## src/rtl/apb_pkg.sv

```systemverilog
// Shared APB4 types: the protection field and the arbiter's transfer-phase state.
package apb_pkg;

    typedef logic [2:0] prot_t;

    typedef enum logic [1:0] {
        ARB_IDLE   = 2'd0,
        ARB_SETUP  = 2'd1,
        ARB_ACCESS = 2'd2
    } arb_state_e;

endpackage

```

## src/rtl/cf_math_pkg.sv

```systemverilog
// Small math helpers shared by parametrised blocks.
// idx_width() gives the bit width needed to index num_idx items, never less than 1.
package cf_math_pkg;

    function automatic int unsigned idx_width(input int unsigned num_idx);
        return (num_idx > 32'd1) ? unsigned'($clog2(num_idx)) : 32'd1;
    endfunction

endpackage

```

## src/rtl/apb_rr_pick.sv

```systemverilog
// Combinational round-robin search: first set request at index >= rr_i, wrapping.
// Returns the winning index and whether any request was present.
module apb_rr_pick #(
    parameter int unsigned NoReq = 2,
    localparam int unsigned IdxW = cf_math_pkg::idx_width(NoReq),
    localparam int unsigned ExtW = 1 << IdxW
) (
    input  logic [NoReq-1:0] req_i,
    input  logic [IdxW-1:0]  rr_i,
    output logic [IdxW-1:0]  idx_o,
    output logic             valid_o
);

    logic [ExtW-1:0] reqExt;
    logic [IdxW:0]   cand;

    // One spare bit in cand holds rr_i + k before folding it back below NoReq.
    always_comb begin
        reqExt             = '0;
        reqExt[NoReq-1:0]  = req_i;
        cand               = '0;
        idx_o              = '0;
        valid_o            = 1'b0;
        for (int unsigned k = 0; k < NoReq; k++) begin
            cand = {1'b0, rr_i} + (IdxW + 1)'(k);
            if (cand >= (IdxW + 1)'(NoReq)) begin
                cand = cand - (IdxW + 1)'(NoReq);
            end
            if (!valid_o && reqExt[cand[IdxW-1:0]]) begin
                valid_o = 1'b1;
                idx_o   = cand[IdxW-1:0];
            end
        end
    end

endmodule

```

## src/rtl/apb_arbiter.sv

```systemverilog
// N-master to 1-slave APB4 arbiter with round-robin grant, locked until the slave completes.
// Losing masters are stalled simply by never seeing pready.
module apb_arbiter #(
    parameter int unsigned NoMasters = 2,
    parameter int unsigned AddrWidth = 32,
    parameter int unsigned DataWidth = 32,
    localparam int unsigned StrbWidth = (DataWidth + 7) / 8
) (
    input  logic                           clk_i,
    input  logic                           rst_i,
    input  logic [NoMasters*AddrWidth-1:0] mst_paddr_i,
    input  logic [NoMasters*3-1:0]         mst_pprot_i,
    input  logic [NoMasters-1:0]           mst_psel_i,
    input  logic [NoMasters-1:0]           mst_penable_i,
    input  logic [NoMasters-1:0]           mst_pwrite_i,
    input  logic [NoMasters*DataWidth-1:0] mst_pwdata_i,
    input  logic [NoMasters*StrbWidth-1:0] mst_pstrb_i,
    output logic [NoMasters-1:0]           mst_pready_o,
    output logic [NoMasters*DataWidth-1:0] mst_prdata_o,
    output logic [NoMasters-1:0]           mst_pslverr_o,
    output logic [AddrWidth-1:0]           slv_paddr_o,
    output logic [2:0]                     slv_pprot_o,
    output logic                           slv_psel_o,
    output logic                           slv_penable_o,
    output logic                           slv_pwrite_o,
    output logic [DataWidth-1:0]           slv_pwdata_o,
    output logic [StrbWidth-1:0]           slv_pstrb_o,
    input  logic                           slv_pready_i,
    input  logic [DataWidth-1:0]           slv_prdata_i,
    input  logic                           slv_pslverr_i
);

    import apb_pkg::*;

    localparam int unsigned IdxW = cf_math_pkg::idx_width(NoMasters);

    arb_state_e           state_q;
    logic [IdxW-1:0]      gnt_q;
    logic [IdxW-1:0]      rr_q;
    logic [IdxW-1:0]      rrNext;
    logic [IdxW-1:0]      pickIdx;
    logic                 pickValid;
    logic                 psel_q;
    logic                 penable_q;
    logic [AddrWidth-1:0] paddr_q, paddr_d;
    prot_t                pprot_q, pprot_d;
    logic                 pwrite_q, pwrite_d;
    logic [DataWidth-1:0] pwdata_q, pwdata_d;
    logic [StrbWidth-1:0] pstrb_q, pstrb_d;

    apb_rr_pick #(
        .NoReq (NoMasters)
    ) u_pick (
        .req_i   (mst_psel_i),
        .rr_i    (rr_q),
        .idx_o   (pickIdx),
        .valid_o (pickValid)
    );

    always_comb begin
        if (gnt_q == IdxW'(NoMasters - 1)) begin
            rrNext = '0;
        end else begin
            rrNext = gnt_q + 1'b1;
        end
    end

    always_comb begin
        paddr_d  = '0;
        pprot_d  = '0;
        pwrite_d = 1'b0;
        pwdata_d = '0;
        pstrb_d  = '0;
        for (int unsigned i = 0; i < NoMasters; i++) begin
            if (pickIdx == IdxW'(i)) begin
                paddr_d  = mst_paddr_i[i*AddrWidth +: AddrWidth];
                pprot_d  = mst_pprot_i[i*3 +: 3];
                pwrite_d = mst_pwrite_i[i];
                pwdata_d = mst_pwdata_i[i*DataWidth +: DataWidth];
                pstrb_d  = mst_pstrb_i[i*StrbWidth +: StrbWidth];
            end
        end
    end

    // Payload is captured once in IDLE and then frozen through SETUP and ACCESS.
    always_ff @(posedge clk_i) begin
        if (rst_i) begin
            state_q   <= ARB_IDLE;
            gnt_q     <= '0;
            rr_q      <= '0;
            psel_q    <= 1'b0;
            penable_q <= 1'b0;
            paddr_q   <= '0;
            pprot_q   <= '0;
            pwrite_q  <= 1'b0;
            pwdata_q  <= '0;
            pstrb_q   <= '0;
        end else begin
            case (state_q)
                ARB_IDLE: begin
                    if (pickValid) begin
                        state_q   <= ARB_SETUP;
                        gnt_q     <= pickIdx;
                        psel_q    <= 1'b1;
                        penable_q <= 1'b0;
                        paddr_q   <= paddr_d;
                        pprot_q   <= pprot_d;
                        pwrite_q  <= pwrite_d;
                        pwdata_q  <= pwdata_d;
                        pstrb_q   <= pstrb_d;
                    end
                end
                ARB_SETUP: begin
                    state_q   <= ARB_ACCESS;
                    penable_q <= 1'b1;
                end
                ARB_ACCESS: begin
                    if (slv_pready_i) begin
                        state_q   <= ARB_IDLE;
                        psel_q    <= 1'b0;
                        penable_q <= 1'b0;
                        rr_q      <= rrNext;
                    end
                end
                default: begin
                    state_q   <= ARB_IDLE;
                    psel_q    <= 1'b0;
                    penable_q <= 1'b0;
                end
            endcase
        end
    end

    // A master that already dropped psel, or a cycle under reset, gets no completion.
    always_comb begin
        mst_pready_o  = '0;
        mst_prdata_o  = '0;
        mst_pslverr_o = '0;
        if ((state_q == ARB_ACCESS) && slv_pready_i && !rst_i) begin
            for (int unsigned i = 0; i < NoMasters; i++) begin
                if ((gnt_q == IdxW'(i)) && mst_psel_i[i]) begin
                    mst_pready_o[i]                         = 1'b1;
                    mst_prdata_o[i*DataWidth +: DataWidth]  = slv_prdata_i;
                    mst_pslverr_o[i]                        = slv_pslverr_i;
                end
            end
        end
    end

    assign slv_paddr_o   = paddr_q;
    assign slv_pprot_o   = pprot_q;
    assign slv_psel_o    = psel_q;
    assign slv_penable_o = penable_q;
    assign slv_pwrite_o  = pwrite_q;
    assign slv_pwdata_o  = pwdata_q;
    assign slv_pstrb_o   = pstrb_q;

    apbGrantedPselHeld: assert property (@(posedge clk_i) disable iff (rst_i)
        (state_q != ARB_IDLE) |-> mst_psel_i[gnt_q]);

    apbAccessPenable: assert property (@(posedge clk_i) disable iff (rst_i)
        (state_q == ARB_ACCESS) |-> mst_penable_i[gnt_q]);

endmodule

```

## config.mk

```make
export PLATFORM = sky130hd
export DESIGN_NAME = apb_arbiter
export DESIGN_NICKNAME = d
export VERILOG_FILES = /design/src/rtl/apb_pkg.sv /design/src/rtl/cf_math_pkg.sv /design/src/rtl/apb_rr_pick.sv /design/src/rtl/apb_arbiter.sv
export SDC_FILE = /design/constraint.sdc
export NUM_CORES = 1
export LEC_CHECK = 0
export ABC_AREA = 0
export ABC_CLOCK_PERIOD_IN_PS = 1600
export BUFFER_PORTS_ARGS = -buffer_cell sky130_fd_sc_hd__buf_2
export CORE_AREA = 10 10 120 122
export DETAILED_ROUTE_END_ITERATION = 6
export DIE_AREA = 0 0 130 132
export PLACE_DENSITY = 0.77
export SYNTH_ARGS = -nofsm -noshare
export SYNTH_HDL_FRONTEND = slang
export SYNTH_SLANG_ARGS = --single-unit
```

## constraint.sdc

```tcl
create_clock -name clk_i -period 1.6 [get_ports clk_i]
set_input_delay 0.08 -clock clk_i [delete_from_list [all_inputs] [get_ports clk_i]]
set_output_delay 0.08 -clock clk_i [all_outputs]
set_load 0.02 [all_outputs]
```

==> flow_metrics.tcl <==
set metrics [dict create \
    start_kind "register" \
    r2r_start "state_q[0]" \
    fin_nets 1003 \
    fin_tns_setup_ps -7100 \
    yosysUniqueCellTypes 26 \
    wire_per_inst_um 22.4 \
    dr.pass1.iters 5 \
    end_kind "output pin" \
    utilization_pct 62.1 \
    final_cell_mix "buf_2 (255), a21oi_1 (74), dfxtp_1 (74), nand3_1 (73)" \
    antenna_found_initial 5 \
    drc_errors 0 \
    final_area_um2 7400 \
    stdcell_count 976 \
    syn_inst 524 \
    nFillCells 997 \
    p_total_mw 6.35 \
    multi_input_area_um2 2850 \
    vdd_ir_drop_max_mv 0.645 \
    clkSinkCount 77 \
    core_area_um2 11900 \
    holdWs_ps 25.0 \
    power_density_nw_per_um2 859 \
    hpwl_um 15000 \
    synth_warnings 0 \
    worstHoldStart "mst_pwdata_i[13]" \
    clk_path_buf_depth 2 \
    antenna_left 0 \
    worstSetupPathType "reg2out" \
    vias_per_cell 5.74 \
    rsz0062_at_grt "yes" \
    dp_cells 944 \
    start_util_pct 38.9 \
    worst_pin_slew_ps 815 \
    grt-ovfl-total 0 \
    synth-seq-area-share_pct 33.3 \
    io_buffer_count 323 \
    area_growth_pct 59.6 \
    dp_slack_ps 107 \
    fmax_ghz 0.570 \
    wl_met3_um 2230 \
    placed_area_um2 6370 \
    yosys_register_bits 77 \
    layout-drive-gt1-share_pct 59.8 \
    wl_met1_um 7470 \
    rows 40 \
    setup_viol 68 \
    routabilityCongestion 0.884 \
    grt_pass1_wl_um 32100 \
    status "finished, violations left" \
    fin_worst_skew_ps 9.39 \
    synthesis.nets 708 \
    period_minus_slack_ps 1750 \
    clkTransAtPathRegs_ps 60 \
    grt_pass1_vias 5642 \
    post-route-period-util_pct 110 \
    top_layer "met4" \
    cp.required_ps 1520 \
    hold_buffers 0 \
    maxSlewHeadroom_pct 45.7 \
    grt_use_total_pct 23.2 \
    wl_met2_um 11100 \
    via_count 5606 \
    clk_latency_ps 340 \
    drt_iter0_markers 550 \
    cts_tree "yes" \
    cap_violations 0 \
    hold_viol 0 \
    layout_commonest_cell "buf_2" \
    worstPathArrival_ps 1670 \
    die_h_um 132 \
    leakage_nw 3.25 \
    die_x_um 130 \
    cts_buffers 9 \
    syn_area_per_cell_um2 8.84 \
    slew_viol_final 0 \
    fin_ws_ps -154 \
    worstSetupStartpoint "state_q[0]" \
    io_pins 326 \
    clockRootBuffer "clkbuf_16" \
    die-area_um2 17200 \
    syn-cell-area_um2 4630 \
    cts_htree_levels 3 \
    grt_start_max_net_pins 76 \
    critical_path.max_fanout 8 \
    violations "setup timing" \
    drt_wl_total_um 21800 \
    hold_path.class "in2reg" \
    regArea_um2 1550 \
]
==> sequential cells by signal, indices dropped and copies added, names as in the netlist <==
| signal | flops |
|---|---|
| slv_paddr_o | 32 |
| slv_pwdata_o | 32 |
| slv_pstrb_o | 4 |
| slv_pprot_o | 3 |
| gnt_q | 1 |
| rr_q | 1 |
| slv_penable_o | 1 |
| slv_psel_o | 1 |
| slv_pwrite_o | 1 |
| state_q | 1 |
==> timing repair <==
action / 4_1_cts / 5_1_grt
setup buffers: 5 / 1
pin swaps: 8 / 12
gates resized for setup: 158 / 27
cloned: 2 / 3
setup endpoints to repair: 68 / 68
==> logic make-up after synthesis <==
family / Yosys count / share of synthesized area [%]
AOI/OAI and AO/OA: 220 / 39.1
muxes: 2 / 0.432
buffers and inverters: 72 / 7.83
and+or+nand+nor: 153 / 19.4
DFF: 77 / 33.3
==> final cells by class <==
| class | instances | share of cell area (%) |
|---|---|---|
| multi-input cells | 375 | 38.5 |
| repair buffers | 354 | 33.8 |
| flip-flops and latches | 77 | 21.0 |
| clock buffers | 9 | 3.05 |
| well taps | 147 | 2.49 |
| clock inverters | 7 | 0.998 |
| diodes | 5 | 0.169 |
| inverters | 2 | 0.102 |
==> worst max-delay path: stages, from the launching register on <==
cell       delay (ps)
dfxtp_4           340
nand3b_4          180
nor4_4            210
buf_6             190
clkbuf_16         160
and2_4            150
buf_6             110
==> power by group <==
group | leakage (nW) | internal (mW) | switching (mW)
combinational | 2.48 | 0.795 | 1.24
sequential | 0.641 | 2.15 | 0.118
clock | 0.134 | 1.21 | 0.833
total | 3.25 | 4.16 | 2.19
==> path summary, 6_finish.rpt <==
check	to	slack, ps	cells after the start
worst max-delay path	mst_prdata_o[32]	-150	6
worst min-delay path	slv_pwdata_o[13]	20	3
worst max register to register	slv_pwdata_o[23]	80	5
worst min register to register	slv_psel_o	460	2
==> cells in the mapped netlist <==
library cell | n | area (um2)
a21o_1 | 1 | 7.51
a21oi_1 | 74 | 370
a311oi_1 | 2 | 17.5
a311oi_2 | 70 | 1050
and2_1 | 67 | 419
buf_1 | 4 | 15.0
buf_2 | 26 | 130
buf_4 | 8 | 60.1
buf_6 | 4 | 45.0
clkbuf_1 | 28 | 105
dfxtp_1 | 77 | 1540
inv_1 | 1 | 3.75
inv_2 | 1 | 3.75
mux2i_1 | 2 | 20.0
nand2_1 | 2 | 7.51
nand2b_1 | 1 | 6.26
nand3_1 | 73 | 365
nand3b_4 | 1 | 20.0
nor2_1 | 4 | 15.0
nor2_2 | 1 | 6.26
nor2b_1 | 1 | 6.26
nor4_4 | 1 | 21.3
nor4b_4 | 1 | 23.8
o21ai_0 | 70 | 350
o21ai_1 | 3 | 15.0
or2_1 | 1 | 6.26
==> metal layers <==
layer  GRT usage, %  up-vias
met5              0        -
li1               -     2563
met4           12.3        0
met2           40.0      349
met1           24.4     2625
met3           7.20       69
Note: power is estimated with default switching activity, not from simulation.
